### src/rtl/layer_sched.sv
// layer_sched: shares one 8-bit MAC across N_OUT neurons of N_IN inputs, adding bias and ReLU.
// Optional LAYER_SCHED_SAT_EN: 16-bit products, 20-bit accumulator, saturation to [-128,127] before ReLU.
module layer_sched #(
  parameter int N_IN  = 10,
  parameter int N_OUT = 16,
  parameter int AW    = 4,
  parameter int WW    = 8,
  parameter int OW    = 4
) (
  input  logic                 clk,
  input  logic                 reset,
  input  logic                 start,
  output logic                 busy,
  output logic                 done,
  output logic [AW-1:0]        act_addr,
  input  logic signed [7:0]    act_data,
  output logic [WW-1:0]        w_addr,
  input  logic signed [7:0]    w_data,
  output logic                 out_valid,
  input  logic                 out_ready,
  output logic [OW-1:0]        out_idx,
  output logic [7:0]           out_data
);

`ifdef LAYER_SCHED_SAT_EN
  localparam int ACC_W = 20;
`else
  localparam int ACC_W = 8;
`endif

  localparam int KW = $clog2(N_IN + 1);
  localparam logic [KW-1:0] K_LAST = KW'(N_IN);
  localparam logic [OW-1:0] N_LAST = OW'(N_OUT - 1);

  typedef enum logic [2:0] {S_IDLE, S_FETCH, S_DRAIN, S_OUT, S_DONE} state_t;

  state_t                   state_q, state_d;
  logic [OW-1:0]            n_q, n_d;
  logic [KW-1:0]            k_q, k_d;
  logic [AW-1:0]            act_addr_q, act_addr_d;
  logic [WW-1:0]            w_addr_q, w_addr_d;
  logic                     tag_vld_q, tag_vld_d;
  logic [KW-1:0]            tag_k_q, tag_k_d;
  logic signed [ACC_W-1:0]  acc_q, acc_d;
  logic [7:0]               out_data_q, out_data_d;
  logic [OW-1:0]            out_idx_q, out_idx_d;

  logic signed [ACC_W-1:0]  prod, bias;
  logic [7:0]               acc8;

`ifdef LAYER_SCHED_SAT_EN
  localparam logic signed [ACC_W-1:0] SAT_MAX = ACC_W'(127);
  localparam logic signed [ACC_W-1:0] SAT_MIN = ACC_W'(-128);
  logic signed [15:0] prod16;

  assign prod16 = act_data * w_data;
  assign prod   = {{(ACC_W-16){prod16[15]}}, prod16};
  assign bias   = {{(ACC_W-8){w_data[7]}}, w_data};
  assign acc8   = (acc_d > SAT_MAX) ? 8'h7f :
                  (acc_d < SAT_MIN) ? 8'h80 : acc_d[7:0];
`else
  // 8-bit context keeps only the low byte of the product, matching the legacy node.
  assign prod = act_data * w_data;
  assign bias = w_data;
  assign acc8 = acc_d;
`endif

  // NOTE: every always_comb output gets a default first so no path can infer a latch.
  always_comb begin
    state_d    = state_q;
    n_d        = n_q;
    k_d        = k_q;
    act_addr_d = act_addr_q;
    w_addr_d   = w_addr_q;
    out_data_d = out_data_q;
    out_idx_d  = out_idx_q;
    tag_vld_d  = (state_q == S_FETCH);
    tag_k_d    = k_q;
    acc_d      = acc_q;

    // Memory data lags the address by one cycle; the tag says which k it belongs to.
    if (tag_vld_q) begin
      if (tag_k_q == '0)          acc_d = prod;
      else if (tag_k_q == K_LAST) acc_d = acc_q + bias;
      else                        acc_d = acc_q + prod;
    end

    case (state_q)
      S_IDLE: begin
        if (start) begin
          state_d    = S_FETCH;
          n_d        = '0;
          k_d        = '0;
          act_addr_d = '0;
          w_addr_d   = '0;
        end
      end
      S_FETCH: begin
        if (k_q == K_LAST) begin
          state_d = S_DRAIN;
        end else begin
          k_d        = k_q + KW'(1);
          // The bias slot has no activation; the last activation address is simply held.
          act_addr_d = (k_d == K_LAST) ? act_addr_q : AW'(k_d);
          w_addr_d   = w_addr_q + WW'(1);
        end
      end
      S_DRAIN: begin
        out_data_d = acc8[7] ? 8'd0 : acc8;
        out_idx_d  = n_q;
        state_d    = S_OUT;
      end
      S_OUT: begin
        if (out_ready) begin
          if (n_q == N_LAST) begin
            state_d = S_DONE;
          end else begin
            state_d    = S_FETCH;
            n_d        = n_q + OW'(1);
            k_d        = '0;
            act_addr_d = '0;
            w_addr_d   = w_addr_q + WW'(1);
          end
        end
      end
      S_DONE:  state_d = S_IDLE;
      default: state_d = S_IDLE;
    endcase
  end

  // NOTE: sequential state uses non-blocking assignments so every flop samples pre-edge values.
  always_ff @(posedge clk or negedge reset) begin
    if (!reset) begin
      state_q    <= S_IDLE;
      n_q        <= '0;
      k_q        <= '0;
      act_addr_q <= '0;
      w_addr_q   <= '0;
      tag_vld_q  <= 1'b0;
      tag_k_q    <= '0;
      acc_q      <= '0;
      out_data_q <= '0;
      out_idx_q  <= '0;
    end else begin
      state_q    <= state_d;
      n_q        <= n_d;
      k_q        <= k_d;
      act_addr_q <= act_addr_d;
      w_addr_q   <= w_addr_d;
      tag_vld_q  <= tag_vld_d;
      tag_k_q    <= tag_k_d;
      acc_q      <= acc_d;
      out_data_q <= out_data_d;
      out_idx_q  <= out_idx_d;
    end
  end

  assign busy      = (state_q == S_FETCH) || (state_q == S_DRAIN) || (state_q == S_OUT);
  assign done      = (state_q == S_DONE);
  assign out_valid = (state_q == S_OUT);
  assign out_idx   = out_idx_q;
  assign out_data  = out_data_q;
  assign act_addr  = act_addr_q;
  assign w_addr    = w_addr_q;

endmodule

### config.mk
export PLATFORM = sky130hd
export DESIGN_NAME = layer_sched
export DESIGN_NICKNAME = d
export VERILOG_FILES = /design/src/rtl/layer_sched.sv
export SDC_FILE = /design/constraint.sdc
export NUM_CORES = 1
export LEC_CHECK = 0
export BUFFER_PORTS_ARGS = -buffer_cell sky130_fd_sc_hd__buf_2
export CAP_MARGIN = 20
export CELL_PAD_IN_SITES_DETAIL_PLACEMENT = 0
export CELL_PAD_IN_SITES_GLOBAL_PLACEMENT = 2
export CORE_UTILIZATION = 33
export DETAILED_ROUTE_END_ITERATION = 7
export GPL_TIMING_DRIVEN = 0
export PLACE_DENSITY_LB_ADDON = 0.15
export SYNTH_ARGS = -nofsm -noshare
export SYNTH_HDL_FRONTEND = slang
export SYNTH_SLANG_ARGS = --single-unit
### constraint.sdc
create_clock -name clk -period 2.8 [get_ports clk]
set_clock_uncertainty 0.1 [all_clocks]
set_input_delay 0.56 -clock clk [delete_from_list [all_inputs] [get_ports clk]]
set_output_delay 0.56 -clock clk [all_outputs]
set_load 0.02 [all_outputs]
# Word level (Yosys, flattened, before mapping)
# Index checks and enable logic that the tools add are counted.
[word_totals]
ramBits = 0
latch_bits = 0
elab_cells = 65
output_inout_bits = 27
memories = 0
register_bits = 48
romBits = 0
inputBits = 20
[op_classes]
n_mul = 1
div_mod_pow = 0
bitwise_logic = 0
n_lt_le_gt_ge = 0
muxes = 25
n_eq_ne = 14
n_shift = 0
n_addsub = 5
n_reduce_logical = 10
[op_table]
columns = ["cell", "count"]
rows = [
  ["8-bit 2-to-1 mux", 7],
  ["4-bit 2-to-1 mux", 8],
  ["4-bit case mux with 3 select lines", 2],
  ["8-bit case mux with 3 select lines", 1],
  ["8-bit adder", 2],
  ["4-bit equality test (second input constant)", 4],
  ["3-bit 2-to-1 mux", 4],
  ["3-bit case mux with 4 select lines", 1],
  ["4-bit by 1-bit adder with 4-bit output (second input constant)", 2],
  ["8-bit by 1-bit adder with 8-bit output (second input constant)", 1],
  ["8-bit by 8-bit multiplier with 8-bit output", 1],
  ["2-bit inequality test (second input constant)", 4],
  ["4-bit case mux with 2 select lines", 1],
  ["7-bit 2-to-1 mux", 1],
  ["3-bit by 2-bit equality test with 1-bit output (second input constant)", 2],
  ["6-bit AND reduction", 1],
  ["5-bit AND reduction", 1],
  ["4-bit logical NOT", 1],
  ["2-bit by 1-bit inequality test with 1-bit output (second input constant)", 2],
  ["4-bit AND reduction", 1],
  ["3-bit by 1-bit equality test with 1-bit output (second input constant)", 1],
  ["3-bit equality test (second input constant)", 1],
  ["3-bit logical NOT", 1],
  ["3-bit AND reduction", 1],
  ["3 further kinds", 4],
]

# Depth between registers and ports, before layout
[depth]
depth_word = 6
mapped_depth = 19
mapped_depth_nobuf = 19

# Worst setup path after synthesis
# No wires, ideal clock.
[synth_path]
path_kind = "input port to flip-flop"
startpoint = "input w_data[4]"
endpoint = "register out_data_q[0] (netlist: out_data[0])"
setup_ns = 0.135
arrival_ns = 4.817
t_required_ns = 2.565
cell_stages = 18
n_path_buf = 0
path_slack_ns = -2.252
cell_sequence = "nand2_1 -> fa_1 -> fa_1 -> inv_1 -> ha_1 -> inv_1 -> fa_1 -> inv_1 -> fa_1 -> xnor2_1 -> a21oi_1 -> ha_1 -> or4_1 -> a211o_1 -> and3_1 -> o31a_1 -> o2111ai_1 -> o21ai_0"
[synth_via]
elab_chain_cells = 6
word_cells_on_any_way = 7
cone_classes = "add/sub (2); mul (1); mux (4)"
[synth_rtl]
columns = ["element", "line", "source"]
rows = [
  ["from (decl)", "18", "input logic signed [7:0] w_data,"],
  ["8-bit by 8-bit multiplier with 8-bit output", "63", "assign prod = act_data * w_data;"],
  ["8-bit adder", "85", "else acc_d = acc_q + prod;"],
  ["8-bit 2-to-1 mux", "84", "else if (tag_k_q == K_LAST) acc_d = acc_q + bias;"],
  ["8-bit 2-to-1 mux (*)", "83", "if (tag_k_q == '0) acc_d = prod;"],
  ["8-bit 2-to-1 mux (*)", "82", "if (tag_vld_q) begin"],
  ["7-bit 2-to-1 mux (*)", "109", "out_data_d = acc8[7] ? 8'd0 : acc8;"],
  ["to (signal assigned)", "153", "out_data_q <= out_data_d;"],
  ["to (decl)", "45", "logic [7:0] out_data_q, out_data_d;"],
]
# Mark *: on every way between the ends. The rest lies on a longest branch, timed or not.
# A chain may end at the register's enable or synchronous reset.

# Worst setup path after layout
[layout_path]
startpoint = "input w_data[0]"
endpoint = "register out_data_q[5] (netlist: out_data[5])"
# The elaborated chain is that of the path after synthesis.

==> results.md <==
- CTS tree: built
- Dpl cells: 582
- Setup slack, reg-to-reg: -0.65 ns
- Syn_area_per_cell: 9.01 sq um
- Core box area: 10500 sq um
- RD Place Congestion: 0.800
- Wire length on met2: 4730 um
- Crit Reg-Reg Startpoint: tag_k_q[0]$_DFF_PN0_
- Number of failing hold endpoints at the final stage: 0
- Area Growth Syn to Fin: 26.1%
- Fin cells: 598
- Top FF cell, synth: dfrtp_1
- Post-route ant nets: 0
- Top Metal Used: met4
- Power Density: 1080 nW/um^2
- H-tree depth: 2
- R2R Path End: out_data[5]$_DFFE_PN0P_
- FF-to-FF path depth: 11
- CP Launch Type: input port
- Largest net degree at the start of global routing: 26
- Deepest clock path buffer count: 2
- Ports: 47
- TritonRoute pass-1 iters: 4
- Post-synthesis cell count: 400
- Ys Warns: 0
- Synth area leaders: dfrtp_1, ha_1, fa_1
- Global-route wire length before repair: between 15000 and 20000 um
- Worst path required time: 2.89 ns
- Ant diodes: 0
- Max-cap violations: 0
- Via density: between 5 and 6
- CP Class: input port to flop
- Met3 WL: 235 um
- Status: finished with violations
- Post-route DRC: 0
- Asr flop ratio synth: 100%
- HPWL after detailed placement: 7010 um
- Post-synthesis cell type count: 52
- Final setup fails: 12
- Final Net Count: 525
- Commonest cells after routing, fill and taps aside: nand2_1, dfrtp_1, buf_2
- Vias in the first global route: approximately 3100
- Root Driver: clkbuf_8
- Final Critical Period: 4.96 ns
- CTS sink count: between 40 and 50
- Vias: 3008
- Worst EP arrival: 5.05 ns
- Initial antenna violation count: 0
- Detailed Route Iter0 Violations: 127
- Worst vdd ir: around 0.50 mV
- Max-slew violation count: 0
- Worst-Margin Slew: 0.855 ns
- Relative slew slack: 42.5%
- Seq/Total Area, Yosys: 32.6%
- Leak: 2.09 nW
- CP endpoint kind: flop
- Failing checks: setup timing
- Die area: 11300 sq um
- Gr usage total: 17.8%
- F_max: 202 MHz
- Fillers: 1085
- TritonCTS buffer count: 5
- Initial core utilization: 34.4%
- DRT Wirelength: roughly 9400 um
- Period utilisation layout: 177%
- Final WS setup: -2.16 ns
- Synth Cell Area: roughly 3600 sq um
- Critical Path Fanout Max: 5
- Dominant cell type by area after synthesis: dfrtp_1
- Die width: 106 um
- Number of synthesized flops with an enable pin: 0
- Global route overflow: 0
- Die height: 106 um
- Synthesized net count: 464
- Hold_buf cts: 0
- Commonest non-fill, non-tap cell in the layout: nand2_1
- Clk pin slew, worst setup/hold paths: 0.09 ns
- RSZ-0062 raised after global routing: true
- Register bit total from synthesis: 47
- Fin util: a little over two fifths
- Met1 wire length: 4360 um
- HP Class: input port to asynchronous set/reset pin
- Row Count: 37
- Yosys top cell area share: 32.6%
- Port Buf Inserts: 45
- WL per Instance: between 15 and 20 um
- Layout cells sized above 1: 27.7%
- Clk_lat worst skew: 0.30 ns
[logic make-up (layout without fill, tap and decap cells)]
family	after synthesis	count (layout)	synth area share, %
buf+inv	42	104	4.55
flops	47	47	32.6
xor+xnor	23	23	7.26
fa+ha+maj	44	44	18.0
compound gates	86	86	16.2
other cells	1	1	0.104
mux	4	4	1.25
simple gates	153	153	20.0
[power by group]
group | internal (mW) | switching (mW) | total, mW
sequential | 0.917 | 0.192 | 1.11
combinational | 1.48 | 1.91 | 3.40
clock | 0.176 | 0.228 | 0.404
total | 2.58 | 2.33 | 4.91
[metal layers]
metal / global-route usage [%] / vias to the layer above
met5: 0 / -
met1: 22.7 / 1453
met4: 5.28 / 0
met2: 31.2 / 46
li1: - / 1504
met3: 2.51 / 5
[registers in the layout, summed over array words and instances, names as in the netlist]
register and count:
acc_q 8, tag_k_q 4, out_data 7, tag_vld_q 1, n_q 4, state_q 3, out_idx 4, w_addr 8
k_q 4, act_addr 4
[cell type report]
class,instances,area (sq um),share of cell area [%]
flip-flops and latches,47,1180,25.9
multi-input cells,311,2560,56.2
clock inverters,1,5.00,0.110
well taps,136,170,3.74
repair buffers,54,394,8.67
inverters,30,115,2.53
clock buffers,7,76.3,1.68
plain buffers,12,51.3,1.13
[how the worst max path moves through the flow]
stage,slack [ns],startpoint,end
floorplan,-2.04,w_data[0],out_data[0]$_DFFE_PN0P_
global placement,-2.61,w_data[0],out_data[4]$_DFFE_PN0P_
detailed placement,-2.63,act_data[1],out_data[4]$_DFFE_PN0P_
CTS,-2.11,w_data[0],out_data[2]$_DFFE_PN0P_
global route,-2.23,w_data[0],out_data[5]$_DFFE_PN0P_
finish,-2.16,w_data[0],out_data[5]$_DFFE_PN0P_
[timing repair]
item,CTS,global route
gates resized for setup,51,6
pin swaps,28,14
setup endpoints to repair,12,13
setup buffers,8,0
[critical path, cell delays in order]
cell and delay [ns]:
buf_12 0.11, and2_4 0.15, ha_4 0.27, inv_4 0.03
fa_1 0.49, inv_2 0.05, ha_4 0.26, fa_1 0.45
ha_4 0.20, fa_2 0.48, nand2_2 0.08, nand2_2 0.08
ha_4 0.16, or4_4 0.48, a211o_1 0.29, and3_4 0.20
o31a_1 0.37, o21ai_4 0.23, o31ai_1 0.11
[stage by stage]
step / power, mW / setup TNS (ns) / area, sq um / hold WS, ns / setup WS (ns)
4_1_cts: 4.86 / -20.29 / 4520 / 0.165 / -2.11
3_5_place_dp: 4.07 / -25.96 / 4160 / 0.341 / -2.63
6_report: 4.91 / -20.60 / 4540 / 0.159 / -2.16
5_1_grt: 5.34 / -21.73 / 4540 / 0.192 / -2.23
2_1_floorplan: 3.32 / -19.47 / 3740 / 0.164 / -2.04
3_3_place_gp: 4.07 / -25.83 / 4140 / 0.335 / -2.61
[Yosys cell counts (5+ instances only)]
library cell / number
a21oi_1: 15
a31oi_1: 5
and2_1: 26
clkbuf_1: 8
dfrtp_1: 47
fa_1: 13
ha_1: 31
inv_1: 30
nand2_1: 67
nand3_1: 9
nor2_1: 23
nor4_1: 7
o21ai_0: 21
o31ai_1: 8
xnor2_1: 16
Note: power is estimated with default switching activity, not from simulation.
